===== src/rtl/lab_request_queue_pkg.sv =====
// Shared encodings and the stored-entry layout for the lab request queue.
// The optional pop-time parity filter is enabled by LAB_REQ_PARITY_FILTER_EN.
package lab_request_queue_pkg;

    localparam int CODE_W = 5;

    localparam logic [1:0] MODE_EXIT  = 2'b00;
    localparam logic [1:0] MODE_ENTER = 2'b01;
    localparam logic [1:0] MODE_IDLE  = 2'b10;

    localparam logic LAB_DIGITAL = 1'b0;
    localparam logic LAB_MERA    = 1'b1;

    // One queued request: {code, lab, mode}
    typedef struct packed {
        logic [CODE_W-1:0] code;
        logic              lab;
        logic [1:0]        mode;
    } entry_t;

    // Enter requests are rejected when the code parity does not match the
    // reader: Digital codes must have even popcount, Mera codes odd popcount.
    function automatic logic parity_drop(input entry_t e);
        return (e.mode == MODE_ENTER) && ((^e.code) != e.lab);
    endfunction

endpackage


===== src/rtl/lab_request_queue_if.sv =====
// Reader, downstream and status signals of the lab request queue.
// The slave modport is the queue itself; master is the environment side.
interface lab_request_queue_if
    import lab_request_queue_pkg::*;
#(
    parameter int DEPTH = 8
);
    logic              digValid;
    logic              digReady;
    logic [CODE_W-1:0] digCode;
    logic [1:0]        digMode;

    logic              meraValid;
    logic              meraReady;
    logic [CODE_W-1:0] meraCode;
    logic [1:0]        meraMode;

    logic              outReady;
    logic [CODE_W-1:0] smartCode;
    logic              lab;
    logic [1:0]        mode;

    logic [$clog2(DEPTH):0] occupancy;
    logic              isFullQ;
    logic              isEmptyQ;

    modport slave (
        input  digValid, digCode, digMode,
        input  meraValid, meraCode, meraMode,
        input  outReady,
        output digReady, meraReady,
        output smartCode, lab, mode,
        output occupancy, isFullQ, isEmptyQ
    );

    modport master (
        output digValid, digCode, digMode,
        output meraValid, meraCode, meraMode,
        output outReady,
        input  digReady, meraReady,
        input  smartCode, lab, mode,
        input  occupancy, isFullQ, isEmptyQ
    );

endinterface


===== src/rtl/lab_req_fifo.sv =====
// Circular-buffer FIFO of request entries. Head is read combinationally so a
// pop can register it in the same cycle; pointers wrap naturally (DEPTH is a
// power of two).
module lab_req_fifo
    import lab_request_queue_pkg::*;
#(
    parameter int DEPTH = 8
) (
    input  logic                   clk,
    input  logic                   rst_n,
    input  logic                   i_push,
    input  entry_t                 i_wdata,
    input  logic                   i_pop,
    output entry_t                 o_rdata,
    output logic [$clog2(DEPTH):0] o_count,
    output logic                   o_full,
    output logic                   o_empty
);
    localparam int AW = $clog2(DEPTH);
    localparam logic [AW-1:0] PTR_ONE  = AW'(1);
    localparam logic [AW:0]   CNT_ONE  = (AW+1)'(1);
    localparam logic [AW:0]   CNT_FULL = (AW+1)'(DEPTH);

    entry_t          r_mem [DEPTH];
    logic [AW-1:0]   r_wr_ptr;
    logic [AW-1:0]   r_rd_ptr;
    logic [AW:0]     r_count;
    logic            w_do_push;
    logic            w_do_pop;

    assign o_full    = (r_count == CNT_FULL);
    assign o_empty   = (r_count == '0);
    assign o_count   = r_count;
    assign o_rdata   = r_mem[r_rd_ptr];
    assign w_do_push = i_push && !o_full;
    assign w_do_pop  = i_pop && !o_empty;

    // Storage write; contents need no reset since occupancy gates every read.
    always_ff @(posedge clk) begin
        if (w_do_push) begin
            r_mem[r_wr_ptr] <= i_wdata;
        end
    end

    // Pointer and occupancy bookkeeping.
    always_ff @(posedge clk or negedge rst_n) begin
        if (!rst_n) begin
            r_wr_ptr <= '0;
            r_rd_ptr <= '0;
            r_count  <= '0;
        end else begin
            if (w_do_push) begin
                r_wr_ptr <= r_wr_ptr + PTR_ONE;
            end
            if (w_do_pop) begin
                r_rd_ptr <= r_rd_ptr + PTR_ONE;
            end
            case ({w_do_push, w_do_pop})
                2'b10:   r_count <= r_count + CNT_ONE;
                2'b01:   r_count <= r_count - CNT_ONE;
                default: r_count <= r_count;
            endcase
        end
    end

endmodule


===== src/rtl/lab_request_queue.sv =====
// Two door readers (Digital, Mera) share one request FIFO toward the access
// controller. Ties are resolved round-robin; non-request modes (1x) are
// acknowledged but discarded. Optional pop-time parity filter:
// LAB_REQ_PARITY_FILTER_EN.
module lab_request_queue
    import lab_request_queue_pkg::*;
#(
    parameter int DEPTH = 8
) (
    input  logic               CLK,
    input  logic               RST_N,
    lab_request_queue_if.slave bus
);
    // Round-robin memory: 1 when Mera was the last reader whose request was stored
    logic                   r_last_mera;
    logic [CODE_W-1:0]      r_code;
    logic                   r_lab;
    logic [1:0]             r_mode;

    logic                   w_full;
    logic                   w_empty;
    logic [$clog2(DEPTH):0] w_count;
    entry_t                 w_head;
    entry_t                 w_in;
    logic                   w_grant_dig;
    logic                   w_grant_mera;
    logic                   w_xfer;
    logic                   w_store;
    logic                   w_pop;
    logic                   w_drop;

    // A lone valid reader always wins; on a tie the reader not served last wins.
    assign w_grant_dig  = bus.digValid  && (!bus.meraValid || r_last_mera);
    assign w_grant_mera = bus.meraValid && (!bus.digValid  || !r_last_mera);

    // No transfers while reset is held, and none into a full FIFO (no bypass).
    assign bus.digReady  = RST_N && !w_full && w_grant_dig;
    assign bus.meraReady = RST_N && !w_full && w_grant_mera;

    assign w_xfer  = (bus.digValid && bus.digReady) || (bus.meraValid && bus.meraReady);
    assign w_store = w_xfer && !w_in.mode[1];
    assign w_pop   = bus.outReady && !w_empty;

`ifdef LAB_REQ_PARITY_FILTER_EN
    assign w_drop = parity_drop(w_head);
`else
    assign w_drop = 1'b0;
`endif

    // Select the granted reader's fields into an entry.
    always_comb begin
        w_in.code = bus.digCode;
        w_in.lab  = LAB_DIGITAL;
        w_in.mode = bus.digMode;
        if (w_grant_mera) begin
            w_in.code = bus.meraCode;
            w_in.lab  = LAB_MERA;
            w_in.mode = bus.meraMode;
        end
    end

    lab_req_fifo #(
        .DEPTH (DEPTH)
    ) u_fifo (
        .clk     (CLK),
        .rst_n   (RST_N),
        .i_push  (w_store),
        .i_wdata (w_in),
        .i_pop   (w_pop),
        .o_rdata (w_head),
        .o_count (w_count),
        .o_full  (w_full),
        .o_empty (w_empty)
    );

    // Round-robin state follows only stored transfers.
    always_ff @(posedge CLK or negedge RST_N) begin
        if (!RST_N) begin
            r_last_mera <= LAB_MERA;
        end else if (w_store) begin
            r_last_mera <= w_grant_mera;
        end
    end

    // Output register: a popped entry is shown for one cycle, idle otherwise.
    always_ff @(posedge CLK or negedge RST_N) begin
        if (!RST_N) begin
            r_code <= '0;
            r_lab  <= LAB_DIGITAL;
            r_mode <= MODE_IDLE;
        end else if (w_pop && !w_drop) begin
            r_code <= w_head.code;
            r_lab  <= w_head.lab;
            r_mode <= w_head.mode;
        end else begin
            r_mode <= MODE_IDLE;
        end
    end

    assign bus.smartCode = r_code;
    assign bus.lab       = r_lab;
    assign bus.mode      = r_mode;
    assign bus.occupancy = w_count;
    assign bus.isFullQ   = w_full;
    assign bus.isEmptyQ  = w_empty;

endmodule


===== src/flat_wrapper.sv =====
// flat-port wrapper written by rule: the top's interface ports become plain ports
module lab_request_queue_flat import lab_request_queue_pkg::*;
#(
    parameter int DEPTH = 8
)
  (CLK, RST_N, bus_digValid, bus_digCode, bus_digMode, bus_meraValid, bus_meraCode, bus_meraMode, bus_outReady, bus_digReady, bus_meraReady, bus_smartCode, bus_lab, bus_mode, bus_occupancy, bus_isFullQ, bus_isEmptyQ);
  lab_request_queue_if #(.DEPTH(DEPTH)) bus_i ();
  input  logic CLK;
  input  logic RST_N;
  input wire logic [$bits(bus_i.digValid)-1:0] bus_digValid;
  input wire logic [$bits(bus_i.digCode)-1:0] bus_digCode;
  input wire logic [$bits(bus_i.digMode)-1:0] bus_digMode;
  input wire logic [$bits(bus_i.meraValid)-1:0] bus_meraValid;
  input wire logic [$bits(bus_i.meraCode)-1:0] bus_meraCode;
  input wire logic [$bits(bus_i.meraMode)-1:0] bus_meraMode;
  input wire logic [$bits(bus_i.outReady)-1:0] bus_outReady;
  output wire logic [$bits(bus_i.digReady)-1:0] bus_digReady;
  output wire logic [$bits(bus_i.meraReady)-1:0] bus_meraReady;
  output wire logic [$bits(bus_i.smartCode)-1:0] bus_smartCode;
  output wire logic [$bits(bus_i.lab)-1:0] bus_lab;
  output wire logic [$bits(bus_i.mode)-1:0] bus_mode;
  output wire logic [$bits(bus_i.occupancy)-1:0] bus_occupancy;
  output wire logic [$bits(bus_i.isFullQ)-1:0] bus_isFullQ;
  output wire logic [$bits(bus_i.isEmptyQ)-1:0] bus_isEmptyQ;
  assign bus_i.digValid = bus_digValid;
  assign bus_i.digCode = bus_digCode;
  assign bus_i.digMode = bus_digMode;
  assign bus_i.meraValid = bus_meraValid;
  assign bus_i.meraCode = bus_meraCode;
  assign bus_i.meraMode = bus_meraMode;
  assign bus_i.outReady = bus_outReady;
  assign bus_digReady = bus_i.digReady;
  assign bus_meraReady = bus_i.meraReady;
  assign bus_smartCode = bus_i.smartCode;
  assign bus_lab = bus_i.lab;
  assign bus_mode = bus_i.mode;
  assign bus_occupancy = bus_i.occupancy;
  assign bus_isFullQ = bus_i.isFullQ;
  assign bus_isEmptyQ = bus_i.isEmptyQ;
  lab_request_queue #(.DEPTH(DEPTH)) u_core (.CLK(CLK), .RST_N(RST_N), .bus(bus_i));
endmodule

===== config.mk =====
export PLATFORM = sky130hd
export DESIGN_NAME = lab_request_queue_flat
export DESIGN_NICKNAME = d
export VERILOG_FILES = /design/src/rtl/lab_request_queue_pkg.sv /design/src/rtl/lab_request_queue_if.sv /design/src/rtl/lab_req_fifo.sv /design/src/rtl/lab_request_queue.sv /design/src/flat_wrapper.sv
export SDC_FILE = /design/constraint.sdc
export NUM_CORES = 1
export LEC_CHECK = 0
export CORE_UTILIZATION = 45
export CTS_CLUSTER_SIZE = 20
export DETAILED_ROUTE_END_ITERATION = 7
export GPL_ROUTABILITY_DRIVEN = 0
export PLACE_DENSITY = 0.65
export SYNTH_ARGS = -nofsm -noshare
export SYNTH_HDL_FRONTEND = slang
export SYNTH_HIERARCHICAL = 1
export SYNTH_SLANG_ARGS = --single-unit

===== constraint.sdc =====
create_clock -name CLK -period 4.04 [get_ports CLK]
set_clock_uncertainty 0.1 [all_clocks]
set_input_delay 1.212 -clock CLK [delete_from_list [all_inputs] [get_ports CLK]]
set_output_delay 1.212 -clock CLK [all_outputs]
set_load 0.01 [all_outputs]

==> results.txt <==
Worst Setup Start Kind: input port
Crit Path Class: input port to primary output
fraction of layout cells with a size suffix above 1: 24.7%
Area Growth Syn to Fin: 20.4%
area leader, netlist: edfxtp_1
commonest register cell after synthesis: edfxtp_1
Root Driver: clkbuf_8
count leader, synth: edfxtp_1
Worst IR Drop VDD: 0.246 mV
Antenna diodes: 0
Starting DRT DRC Count: 114
outcome: completed
GRT Resource Usage Total: 16.8%
number of global-route vias before repair: 1,945
core box area: 0.00773 mm²
achievable frequency: 253 MHz
Min-Delay Path Class: flip-flop to flip-flop
number of H-tree levels: 3
Seq. cell area: 0.00240 mm²
synth cell count leaders: edfxtp_1, mux2_2, dfrtp_1, mux4_1, inv_1
syn_area_per_cell: 18.0 µm²
slowest stage delay, CP: 0.54 ns
sequential element share of the synthesized area: 66.6%
num ports: 35
fin crit period: 3.96 ns
# DRC: 0
Worst Path Arrival: 2.65 ns
worst-skew pair later-pin latency: 0.35 ns
fillers: 607
RSZ-0062 raised after global routing: no
FF-to-FF path depth: 11
Critical-path top delay cell: clkdlybuf4s50_1
Clock Pin Slew Worst Setup and Hold Paths: 0.09 ns
port bufs: 34
syn nets: 225
Via Count: 1,924
Fin. Hold Viols: 0
Initial Util: 46.7%
post_cts resized: 0
Final Util: 56.2%
global-route wire length before repair: 10.2 mm
Yosys reg bits: 83
Yosys cell types: 38
global route overflow: 0
initial antenna violation count: 0
share of the synthesized area in the top cell type: 53.3%
Worst Tran Pin Value: 0.970 ns
Die Height: 91.5 µm
full die area: 0.00838 mm²
final wirelength: 6.37 mm
max-slew violation count: 0
Leakage: 1.58 nW
Slew Limit Headroom: 35.3%
vias per cell: 5.27
Cell Pwr Density: 621 mW/mm²
Detailed Place HPWL: 4.19 mm
TritonCTS clock tree: yes
cts hold-fix bufs: 0
CP Data Required Time: 2.73 ns
CP max FO: 2
# rows: 32
post-route cell area: 0.00434 mm²
cells along the critical path: clkdlybuf4s50_1, a21bo_1, buf_4, nor2_1, clkdlybuf4s50_1
ys async rst share: 22.9%
Synth warnings: 6
post-synthesis instance total: 200
Sink Count: 83
period utilization: 98.0%
CTS max path bufs: 2
cts bufs inserted: 9
routed wire length per instance: 17.5 µm
setup TNS: 0 ns
post-synthesis instance area: 0.00361 mm²
Initial DRT Pass Iterations: 4
Multi-input gate area: 0.00111 mm²
Die X: 91.5 µm
number of synthesized flops with an enable pin: 64
CP Capture Type: primary output
most used cell along the critical path: clkdlybuf4s50_1
Post-CTS Repair Setup Buffers: 0
ranking of synthesized cells by area: edfxtp_1, dfrtp_1, mux4_1, mux2_2, ha_1
post-route ant nets: 0
hold depth: 1
Max Cap Viol: 0
Post-DP Area: 0.00417 mm²
Nets: 283
largest net degree at the start of global routing: 20
final setup vio count: 0
-- flip-flops by register name, indices dropped and copies added, names as in the netlist --
signal                  flops
u_core/u_fifo/r_mem        64
u_core/bus.smartCode        5
u_core/u_fifo/o_count       4
u_core/u_fifo/r_rd_ptr      3
u_core/u_fifo/r_wr_ptr      3
u_core/bus.mode             2
u_core/bus.lab              1
u_core/r_last_mera          1
-- where the power goes --
| group | total, mW | switching [mW] | internal, mW | leakage, nW |
|---|---|---|---|---|
| Clock | 0.533 | 0.306 | 0.227 | 0.0864 |
| Sequential | 1.27 | 0.191 | 1.08 | 0.801 |
| Combinational | 0.889 | 0.342 | 0.548 | 0.697 |
| Total | 2.70 | 0.839 | 1.86 | 1.58 |
-- placed cells by master, fill, tap and decap left out, types with 2 or more instances in the layout --
master and count:
clkinv_2 2, nand3_1 4, clkbuf_8 9, inv_1 9, clkdlybuf4s50_1 34, dfrtp_1 17, o21ai_0 2, xnor2_1 5
nor3b_1 3, inv_6 3, ha_1 5, nand2b_1 4, nor3_1 3, nor2_1 8, mux2_2 23, clkinvlp_4 2
buf_4 21, mux4_1 16, edfxtp_1 64, a21oi_1 2, dfstp_2 2, nand2_1 8
-- layer usage --
metal  share of wire (%)  track usage [%]
met1                  47             23.8
met2                  48             25.4
met3                 3.8             2.85
met4                 1.5             7.80
met5                   0                0
-- critical path, delay by kind of cell --
| kind | cells | cell delay [ns] |
|---|---|---|
| simple gates | 1 | 0.09 |
| buf+inv | 3 | 1.14 |
| compound gates | 1 | 0.21 |
-- cell type report --
class / instances / area share [%]
Clock inverter: 7 / 1.18
Sequential cell: 83 / 55.3
Multi-Input combinational cell: 100 / 25.5
Inverter: 9 / 0.778
Clock buffer: 9 / 2.85
Timing Repair Buffer: 55 / 11.5
Tap cell: 102 / 2.94
-- final timing paths --
check | startpoint | slack, ns | end
worst max-delay path | bus_meraValid | 0.08 | bus_meraReady
worst min-delay path | u_core/bus.smartCode[0] | 0.41 | u_core/bus.smartCode[0]
worst max register to register | u_core/u_fifo/o_count[0] | 0.93 | u_core/u_fifo/o_count[3]
worst min register to register | u_core/bus.smartCode[0] | 0.41 | u_core/bus.smartCode[0]
max in group asynchronous | RST_N | 2.45 | u_core/bus.mode[1]
min in group asynchronous | RST_N | 1.12 | u_core/u_fifo/r_wr_ptr[0]
-- logic make-up (layout without fill, tap and decap cells) --
group	count (synthesis)	count (layout)	share of synthesized area [%]
AOI/OAI and AO/OA	11	11	2.33
adders and majority gates	6	6	2.29
muxes	40	40	19.1
buffers and inverters	17	80	2.74
and+or+nand+nor	37	37	5.52
xor gates and xnor gates	6	6	1.46
DFF	83	83	66.6
-- per-stage QoR --
step	setup WS (ns)	total power, mW	hold WS [ns]	std cells
final	0.0812	2.70	0.410	365
after detailed placement	-0.0518	2.19	0.397	349
after global routing	0.0342	2.85	0.439	365
after CTS	0.0735	2.72	0.417	365
after floorplan	0.170	1.86	0.386	200
after global placement	0.0179	2.16	0.391	349
(Power assumes the default switching activity.)
